[src/rtl/video_pkg.sv]
// video_pkg: shared VRAM types and constants for the video frame latch
package video_pkg;
    typedef logic [7:0] vram_addr_t;
    typedef logic [3:0] vram_nibble_t;
    localparam vram_addr_t VRAM_ENTRIES    = 8'd160;
    localparam vram_addr_t VRAM_LAST       = 8'd159;
    localparam vram_addr_t VRAM_BANK1_BASE = 8'h50;
    typedef enum logic [1:0] {CLEAR, IDLE, COPY, DRAIN} frame_latch_state_t;
endpackage

[src/rtl/shadow_ram_2x160x4.sv]
// shadow_ram_2x160x4: two 160x4 shadow banks, one write port, one registered read port
module shadow_ram_2x160x4
    import video_pkg::*;
(
    input  logic       clk,
    input  logic       reset_i,
    input  logic       we_i,
    input  logic       wr_both_i,
    input  logic       wr_sel_i,
    input  logic [7:0] wr_addr_i,
    input  logic [3:0] wr_data_i,
    input  logic       rd_sel_i,
    input  logic [7:0] rd_addr_i,
    output logic [3:0] rd_data_o
);
    vram_nibble_t mem0_q [VRAM_ENTRIES];
    vram_nibble_t mem1_q [VRAM_ENTRIES];
    vram_nibble_t rd0_q, rd1_q;
    logic         sel_q, zero_q;
    // array writes kept free of reset so each bank maps onto a block RAM
    always_ff @(posedge clk) begin
        if (we_i && (wr_both_i || !wr_sel_i)) mem0_q[wr_addr_i] <= wr_data_i;
        if (we_i && (wr_both_i ||  wr_sel_i)) mem1_q[wr_addr_i] <= wr_data_i;
        rd0_q <= mem0_q[rd_addr_i];
        rd1_q <= mem1_q[rd_addr_i];
    end
    // bank select and zero forcing travel alongside the registered read
    always_ff @(posedge clk) begin
        sel_q  <= rd_sel_i;
        zero_q <= reset_i || (rd_addr_i >= VRAM_ENTRIES);
    end
    assign rd_data_o = zero_q ? 4'h0 : (sel_q ? rd1_q : rd0_q);
endmodule

[src/rtl/video_frame_latch.sv]
// video_frame_latch: vsync-triggered double-buffered snapshot of CPU VRAM for scan-out
module video_frame_latch
    import video_pkg::*;
(
    input  logic       clk,
    input  logic       reset,
    input  logic       vsync,
    input  logic       freeze,
    output logic [7:0] src_addr,
    input  logic [3:0] src_data,
    input  logic [7:0] video_addr,
    output logic [3:0] video_data,
    output logic       busy,
    output logic       front_sel
);
    frame_latch_state_t state_q, state_d;
    vram_addr_t         wr_ptr_q, wr_ptr_d, src_q, src_d, pa_q, pa_d, mem_waddr;
    vram_nibble_t       mem_wdata;
    logic               front_q, front_d, bv_q, bv_d, wr_sel_q, wr_sel_d, pv_q, pv_d;
    logic               start, mem_we, mem_both;
    // next-state, capture pipe and write-port steering
    always_comb begin
        state_d   = state_q;
        wr_ptr_d  = wr_ptr_q;
        front_d   = front_q;
        bv_d      = bv_q;
        wr_sel_d  = wr_sel_q;
        src_d     = src_q;
        pv_d      = 1'b0;
        pa_d      = src_q;
        start     = vsync && !freeze;
        mem_we    = 1'b0;
        mem_both  = 1'b0;
        mem_waddr = pa_q;
        mem_wdata = src_data;
        case (state_q)
            CLEAR: begin
                mem_we    = 1'b1;
                mem_both  = 1'b1;
                mem_waddr = wr_ptr_q;
                mem_wdata = 4'h0;
                wr_ptr_d  = (wr_ptr_q == VRAM_LAST) ? wr_ptr_q : wr_ptr_q + 8'd1;
                state_d   = (wr_ptr_q == VRAM_LAST) ? IDLE : CLEAR;
            end
            IDLE: if (start) begin
                front_d  = front_q ^ bv_q;
                bv_d     = 1'b0;
                wr_sel_d = ~(front_q ^ bv_q);
                src_d    = 8'd0;
                state_d  = COPY;
            end
            COPY: begin
                mem_we  = pv_q && !start;
                pv_d    = !start;
                src_d   = start ? 8'd0 : ((src_q == VRAM_LAST) ? src_q : src_q + 8'd1);
                state_d = (!start && src_q == VRAM_LAST) ? DRAIN : COPY;
            end
            DRAIN: begin
                mem_we  = pv_q && !start;
                bv_d    = !start;
                src_d   = start ? 8'd0 : src_q;
                state_d = start ? COPY : IDLE;
            end
        endcase
    end
    // state register with synchronous reset back into CLEAR
    always_ff @(posedge clk) begin
        if (reset) begin
            state_q  <= CLEAR;
            wr_ptr_q <= 8'd0;
            front_q  <= 1'b0;
            bv_q     <= 1'b0;
            wr_sel_q <= 1'b0;
            src_q    <= 8'd0;
            pv_q     <= 1'b0;
            pa_q     <= 8'd0;
        end else begin
            state_q  <= state_d;
            wr_ptr_q <= wr_ptr_d;
            front_q  <= front_d;
            bv_q     <= bv_d;
            wr_sel_q <= wr_sel_d;
            src_q    <= src_d;
            pv_q     <= pv_d;
            pa_q     <= pa_d;
        end
    end
    shadow_ram_2x160x4 u_ram (
        .clk       (clk),
        .reset_i   (reset),
        .we_i      (mem_we),
        .wr_both_i (mem_both),
        .wr_sel_i  (wr_sel_q),
        .wr_addr_i (mem_waddr),
        .wr_data_i (mem_wdata),
        .rd_sel_i  (front_q),
        .rd_addr_i (video_addr),
        .rd_data_o (video_data)
    );
    assign src_addr  = src_q;
    assign busy      = state_q != IDLE;
    assign front_sel = front_q;
endmodule

[config.mk]
export PLATFORM = sky130hd
export DESIGN_NAME = video_frame_latch
export DESIGN_NICKNAME = d
export VERILOG_FILES = /design/src/rtl/video_pkg.sv /design/src/rtl/shadow_ram_2x160x4.sv /design/src/rtl/video_frame_latch.sv
export SDC_FILE = /design/constraint.sdc
export NUM_CORES = 1
export LEC_CHECK = 0
export BUFFER_PORTS_ARGS = -buffer_cell sky130_fd_sc_hd__buf_2
export CAP_MARGIN = 15
export CORE_MARGIN = 5
export CORE_UTILIZATION = 52
export DETAILED_ROUTE_END_ITERATION = 8
export PLACE_DENSITY = 0.67
export SLEW_MARGIN = 20
export SYNTH_ARGS = -nofsm -noshare
export SYNTH_HDL_FRONTEND = slang
export SYNTH_SLANG_ARGS = --single-unit
[constraint.sdc]
create_clock -name clk -period 8.4 [get_ports clk]
set_input_delay 0.42 -clock clk [delete_from_list [all_inputs] [get_ports clk]]
set_output_delay 0.42 -clock clk [all_outputs]
set_load 0.005 [all_outputs]
==> results of run 1 <==
==> state kept, by name (all words and copies together), names as in the netlist, 2 cells and up <==
| register | count |
|---|---|
| u_ram.rd1_q | 4 |
| u_ram.rd0_q | 4 |
| u_ram.mem0_q | 640 |
| u_ram.mem1_q | 640 |
| src_addr | 8 |
| wr_ptr_q | 8 |
| state_q | 2 |
| pa_q | 8 |
==> kinds of logic (layout without fill, tap and decap cells) <==
| logic type | count (synthesis) | in the layout | synth area share (%) |
|---|---|---|---|
| other | 0 | 4 | 0 |
| adder cells (fa/ha/maj) | 2 | 2 | 0.0478 |
| multiplexers | 422 | 422 | 15.2 |
| AO/OA/AOI/OAI | 207 | 207 | 2.88 |
| flip-flops | 1320 | 1320 | 74.9 |
| AND/OR/NAND/NOR | 593 | 593 | 4.77 |
| buffers and inverters | 183 | 316 | 1.88 |
| XOR/XNOR | 14 | 14 | 0.234 |
==> where the power goes <==
part / internal [mW] / switching, mW / total (mW)
clock network: 3.36 / 2.46 / 5.81
logic: 0.209 / 0.337 / 0.545
registers: 7.13 / 0.00912 / 7.14
==> layer usage <==
layer / routed length, µm / vias up
li1: - / 11183
met1: 50100 / 14246
met2: 62200 / 1439
met3: 13700 / 260
met4: 4630 / 2
met5: 13 / -
==> layout make-up <==
type	instances	area share (%)
Sequential cell	1320	67.7
Multi-Input combinational cell	1238	21.0
Timing Repair Buffer	74	1.03
Antenna cell	4	0.0173
Inverter	7	0.0453
Clock inverter	59	0.868
Clock buffer	176	6.53
Tap cell	1298	2.80
==> worst min-delay path by stage <==
stage,end,slack [ns]
2_1_floorplan,u_ram.sel_q,0.40
3_3_place_gp,u_ram.sel_q,0.40
3_5_place_dp,u_ram.sel_q,0.42
4_1_cts,state_q[0],0.03
5_1_grt,state_q[0],0.1
6_report,state_q[0],0.08
==> placed cells by master, fill, tap and decap left out, types with 8 or more instances in the layout <==
master and count:
a21oi_1 33, a22oi_1 20, and2_1 12, buf_2 25, buf_4 40, clkbuf_1 25, clkbuf_16 143, clkbuf_8 8
clkinv_1 15, clkinv_2 26, dfxtp_1 40, edfxtp_1 1280, mux2_2 12, mux2i_1 114, mux4_1 10, mux4_2 286
nand2_1 103, nand3_1 23, nand3b_1 11, nand4_1 9, nor2_1 374, nor2b_1 17, nor3_1 8, o21ai_0 22
o221ai_1 48, o22ai_1 10, xor2_1 10
==> worst max-delay path: stages, from the launching register on <==
cell and delay, ns:
dfxtp_1 0.50, or2_2 0.44, mux2i_1 0.38, inv_1 0.16, nor3_1 0.83, nand2_1 0.76
nor2_1 0.58
==> through the flow <==
step	cells	hold WS, ns
final	4176	0.0766
after global routing	4172	0.100
after CTS	4170	0.0321
after detailed placement	3935	0.423
after global placement	3935	0.400
after floorplan	2741	0.401
==> summary.txt, run 1 <==
Timing
  • Final Max Tran Viols: 0
  • Setup-failing EPs final: 0
  • Tmin final: slightly above 4 ns
  • Total negative slack: 0 ns
  • RSZ-0062 raised after global routing: no
  • Tcrit/Tclk final: 47.9%
  • Slew HR: 25.4%
  • Post-route setup slack: 4.38 ns
  • Worst-margin pin slew: between 1 and 1.5 ns
  • Final Hold Vio Count: 0
  • Clock skew: approximately 0.033 ns
  • Fmax: approximately 0.25 GHz

Placed design
  • Number of port buffers: 29
  • RePlAce Congestion: 0.882
  • DPL Wire Length: 78,300 µm
  • Pre-CTS setup slack: 3.92 ns
  • Post-place instance area: approximately 54,000 µm²

Synthesis
  • EDFF count, synth: approximately 1,300
  • Most common cell in the netlist: edfxtp_1
  • Area leader, netlist: edfxtp_1
  • Post-synthesis cell area: 52,400 µm²
  • Syn. warnings: 0
  • Post-synth top cells: edfxtp_1, nor2_1, mux4_2, mux2i_1, nand2_1
  • Share of flip-flops with an asynchronous set or reset: 0%
  • Syn_nets: roughly 2,800
  • Gate count after technology mapping: 2,741
  • Area contributors post-synth: edfxtp_1, mux4_2, nor2_1
  • Register area share after synthesis: 74.9%
  • Primary FF master, synth: edfxtp_1
  • Cell variety after synth: between 50 and 60
  • Post-synth top area share: between 70% and 80%
  • Avg Cell Area, Syn: ~19 µm²
  • Synth Register Bits: between 1,000 and 1,500

Detailed routing
  • First-pass detailed-route iteration total: 6
  • Vias: 27,130
  • Number of DRC markers in iteration 0: about 3,800
  • Vias per Instance: between 6 and 7
  • Post-route DRC: 0
  • DRT Wirelength: between 100,000 and 150,000 µm
  • Post-DRT Antenna Nets: 0
  • Drt wl/cell: 31.3 µm

Global routing
  • Maximum number of pins on one net before global-route repair: between 200 and 250
  • Met2 Use GR: 38.6%
  • Global Route Usage Sum: between 20% and 30%
  • First-pass GRT wire length: about 190,000 µm
  • M3 GR Usage: roughly 6.3%
  • Total gr overflow: 0
  • Vias in the first global route: ~28,000
  • Busiest grt layer: met2
  • GR Util met1: between 30 and 40%
  • Antenna violations before repair: 6

Floorplanning
  • Die Ht: 327 µm
  • Die area: about 110,000 µm²
  • Row count: 116
  • Die X-Extent: around 330 µm
  • Top Ports: 30
  • Core ar.: roughly 100,000 µm²
  • Initial Util: between 50% and 60%

Setup path
  • Reg2reg setup slack: around 4.4 ns
  • WP data arrival: 4.40 ns
  • Worst EP required: 8.77 ns
  • Reg2reg end: u_ram.mem0_q[64][2]
  • Critical path endpoint category: register
  • Worst setup path end: u_ram.mem0_q[64][2]
  • Startpoint Class: register
  • Reg2Reg Depth: 6
  • Kind of critical path: register to register
  • Crit. Startpoint: state_q[0]
  • R2r startpoint: state_q[0]
  • Worst-path fanout max: 21

CTS
  • TritonCTS clock tree: yes
  • CTS Root Buffer Type: clkbuf_16
  • Clock transition at the registers of the reported paths: around 0.060 ns
  • CTS resizes: 0
  • Post-CTS Setup Bufs: 0
  • Clock sinks: approximately 1,300
  • Max Root-Sink Buffers: 3
  • H-Tree Level Count: 4
  • Cts hold-fix bufs: 0
  • Clock Latency Late Sink: around 0.75 ns
  • CTS Buf Count: roughly 140

Hold path
  • HP Class: primary input to register
  • Hold Path Depth: 5
  • Hold_sp: freeze

Final layout
  • Area growth from synthesis to layout: 10.7%
  • Sequential cell area: around 39,000 µm²
  • Fill cells: ~7,200
  • Nets: roughly 2,800
  • Area of the multi-input gates: around 12,000 µm²
  • Finished Core Util: slightly below 60%
  • Final Cell Area: around 58,000 µm²
  • Layout cells sized above 1: 20.3%

Power and ir drop
  • PD cells: between 200 and 250 nW/µm²
  • Total power: about 14 mW
  • Leakage: approximately 19 nW
  • IR drop worst, VDD: about 0.00016 V

Status
  • Outcome: finished clean

Flow run
  • Max_cap viols: 0
Power figures use the tool's default switching activity.
==> run 2, diff against run 1 <==
Settings changed: PLACE_DENSITY 0.67 to 0.7.
Clock period 8.4 ns to 3.3 ns, I/O delays scaled along.
==> run 2 against run 1 <==
Net effect: sequential share of layout area shrank 1.4 points; first-iteration DRC count shrank 11%; critical path depth grew 1; wire length grew 1.1%; combinational power grew to 2.7 times the previous value; worst setup slack lost 4.0 ns; register-to-register slack lost 4.0 ns; global-route usage grew 0.31 points; via count grew 2.9%; critical path type unchanged; highest routed layer unchanged.
==> summary.txt, run 2 (synthesis gave the netlist of run 1 again) <==
CTS
  • CTS Buf Count: 135 (unchanged)
  • Max Root-Sink Buffers: 3 (unchanged)
  • TritonCTS clock tree: yes
  • CTS Root Buffer Type: clkbuf_16
  • CTS resizes: 0 (unchanged)
  • Clock transition at the registers of the reported paths: 0.06 ns (about the same)
  • H-Tree Level Count: 4 (unchanged)
  • Clock sinks: 1,320 (unchanged)
  • Clock Latency Late Sink: 0.74 ns (about the same)
  • Post-CTS Setup Bufs: 0 (unchanged)

Floorplanning
  • Top Ports: 30 (unchanged)
  • Die X-Extent: 327 µm (unchanged)
  • Row count: 116 (unchanged)
  • Core ar.: 100,000 µm² (unchanged)
  • Die Ht: 327 µm (unchanged)
  • Die area: 107,000 µm² (unchanged)
  • Initial Util: 52.4% (unchanged)

Setup path
  • Reg2Reg Depth: 7 (+1)
  • Worst-path fanout max: 21 (unchanged)
  • Kind of critical path: register to register
  • Worst EP required: 3.66 ns (-5.11 ns)
  • Reg2reg setup slack: 0.38 ns (-3.99 ns)
  • R2r startpoint: state_q[0]
  • Critical path endpoint category: register
  • Reg2reg end: u_ram.mem0_q[81][2]
  • WP data arrival: 3.28 ns (-1.12 ns)
  • Crit. Startpoint: state_q[0]
  • Startpoint Class: register

Final layout
  • Area of the multi-input gates: 12,100 µm² (-0.13%)
  • Area growth from synthesis to layout: 13.0%
  • Sequential cell area: 39,200 µm² (unchanged)
  • Most common cell after layout, fill and taps aside: edfxtp_1
  • Finished Layout Cells: 4,315 (+3.3%)
  • Nets: 2,927 (+4.8%)
  • Finished Core Util: 59.2% (+1.2 points)
  • Most frequent cells in the layout: edfxtp_1, nor2_1, mux4_2, clkbuf_16, buf_4
  • Largest registers: u_ram.mem0_q (640), u_ram.mem1_q (640)
  • Layout cells sized above 1: 22.8% (+2.6 points)
  • Fill cells: 7,026 (-2.3%)

Placed design
  • RePlAce Congestion: 0.871 (-1.2%)
  • Pre-CTS setup slack: 0.0568 ns (-3.86 ns)
  • Number of port buffers: 29 (unchanged)
  • DP Cell Count: 4,062 (+3.2%)
  • DPL Wire Length: 82,700 µm (+5.6%)

Timing
  • Slew HR: 24.4% (-0.97 points)
  • Fmax: 0.343 GHz (+38%)
  • RSZ-0062 raised after global routing: no
  • Tcrit/Tclk final: 88.4% (+41 points)
  • Clock skew: 0.0286 ns (-0.00418 ns)
  • Total negative slack: 0 ns (unchanged)
  • Worst-margin pin slew: 1.12 ns (-0.00313 ns)
  • Post-route setup slack: 0.381 ns (-3.99 ns)
  • Tmin final: 2.92 ns (-1.11 ns)
  • Final Max Tran Viols: 0 (unchanged)
  • Setup-failing EPs final: 0 (unchanged)
  • Final Hold Vio Count: 0 (unchanged)

Status
  • Outcome: finished clean

Detailed routing
  • Post-route DRC: 0 (unchanged)
  • Drt wl/cell: 30.6 µm (-2.2%)
  • DRT Wirelength: 132,000 µm (+1.1%)
  • Post-DRT Antenna Nets: 0 (unchanged)
  • Number of DRC markers in iteration 0: 3,406 (-11%)
  • Vias: 27,929 (+2.9%)
  • Vias per Instance: 6.47 (-0.37%)
  • First-pass detailed-route iteration total: 5 (-1)

Flow run
  • Max_cap viols: 0 (unchanged)

Hold path
  • HP Class: primary input to register
  • WHS Endpoint: u_ram.mem1_q[156][2]
  • Hold_sp: src_data[2]
  • Hold Path Depth: 2 (-3)

Global routing
  • Vias in the first global route: 28,085 (+1.7%)
  • Antenna violations before repair: 1 (-5)
  • Global Route Usage Sum: 24.8% (+0.31 points)
  • Total gr overflow: 0 (unchanged)
  • First-pass GRT wire length: 193,000 µm (+1.7%)
  • Maximum number of pins on one net before global-route repair: 108 (-57%)

Power and ir drop
  • PD cells: 579 nW/µm² (+150%)
  • IR drop worst, VDD: 0.000406 V (+150%)
  • Leakage: 19.5 nW (+3.6%)
  • Total power: 34.2 mW (+150%)
run 2: cell types whose count changed in the layout (fill, tap and decap cells not counted), moves of 4 or more:
cell,delta
dlygate4sd3_1,+8
buf_12,+28
buf_4,+98
clkbuf_16,-4
clkbuf_1,+10
clkinv_2,-5
clkbuf_8,-6
clkinv_1,+12
run 2: through the flow:
step	cell area, µm²	hold WS (ns)
2_1_floorplan	52400	0.237
3_3_place_gp	54900	0.502
3_5_place_dp	54900	0.514
4_1_cts	59200	0.0428
5_1_grt	59200	0.0785
6_report	59200	0.0804
run 2: area by class of cell:
| cell class | count | area share (%) |
|---|---|---|
| antenna | 1 | 0.00423 |
| timing repair buffer | 207 | 3.27 |
| inverter | 7 | 0.0444 |
| clock inverter | 68 | 0.945 |
| tap | 1298 | 2.74 |
| clock buffer | 176 | 6.15 |
| multi-input combinational | 1238 | 20.5 |
| sequential | 1320 | 66.3 |
run 2: report_power, final:
group	switching [mW]	internal, mW	leakage (nW)
Sequential	0.0246	18.2	12.6
Combinational	0.880	0.606	4.93
Clock	6.23	8.34	2.06
Total	7.14	27.1	19.5
run 2: how the worst max path moves through the flow:
stage | endpoint | cells after the start
floorplan | u_ram.mem0_q[0][0] | 5
detailed placement | u_ram.rd1_q[2] | 6
finish | u_ram.mem0_q[81][2] | 7
CTS | u_ram.mem0_q[64][3] | 7
global placement | u_ram.rd1_q[2] | 6
global route | u_ram.mem0_q[139][0] | 6
run 2: layer usage:
layer / GRT usage (%) / wire length (µm) / up-vias / part of all wire (%)
met5: 0 / 87 / - / 0.066
met4: 8.20 / 4430 / 2 / 3.4
met3: 6.07 / 14500 / 272 / 11
met2: 39.2 / 63500 / 1716 / 48
met1: 34.4 / 49700 / 14474 / 38
li1: - / - / 11465 / -
run 2: worst max-delay path, cell delays in order, from the launching register on:
cell and delay [ns]:
dfxtp_1 0.48, or2_2 0.41, mux2i_1 0.24, inv_1 0.13, nor3_1 0.42, nand2_1 0.19, buf_4 0.25, nor2_1 0.40
run 2: what timing repair did:
action / 4_1_cts / 5_1_grt
setup endpoints to repair: 0 / 0
hold endpoints to repair: 40 / 0
hold buffers: 8 / 0
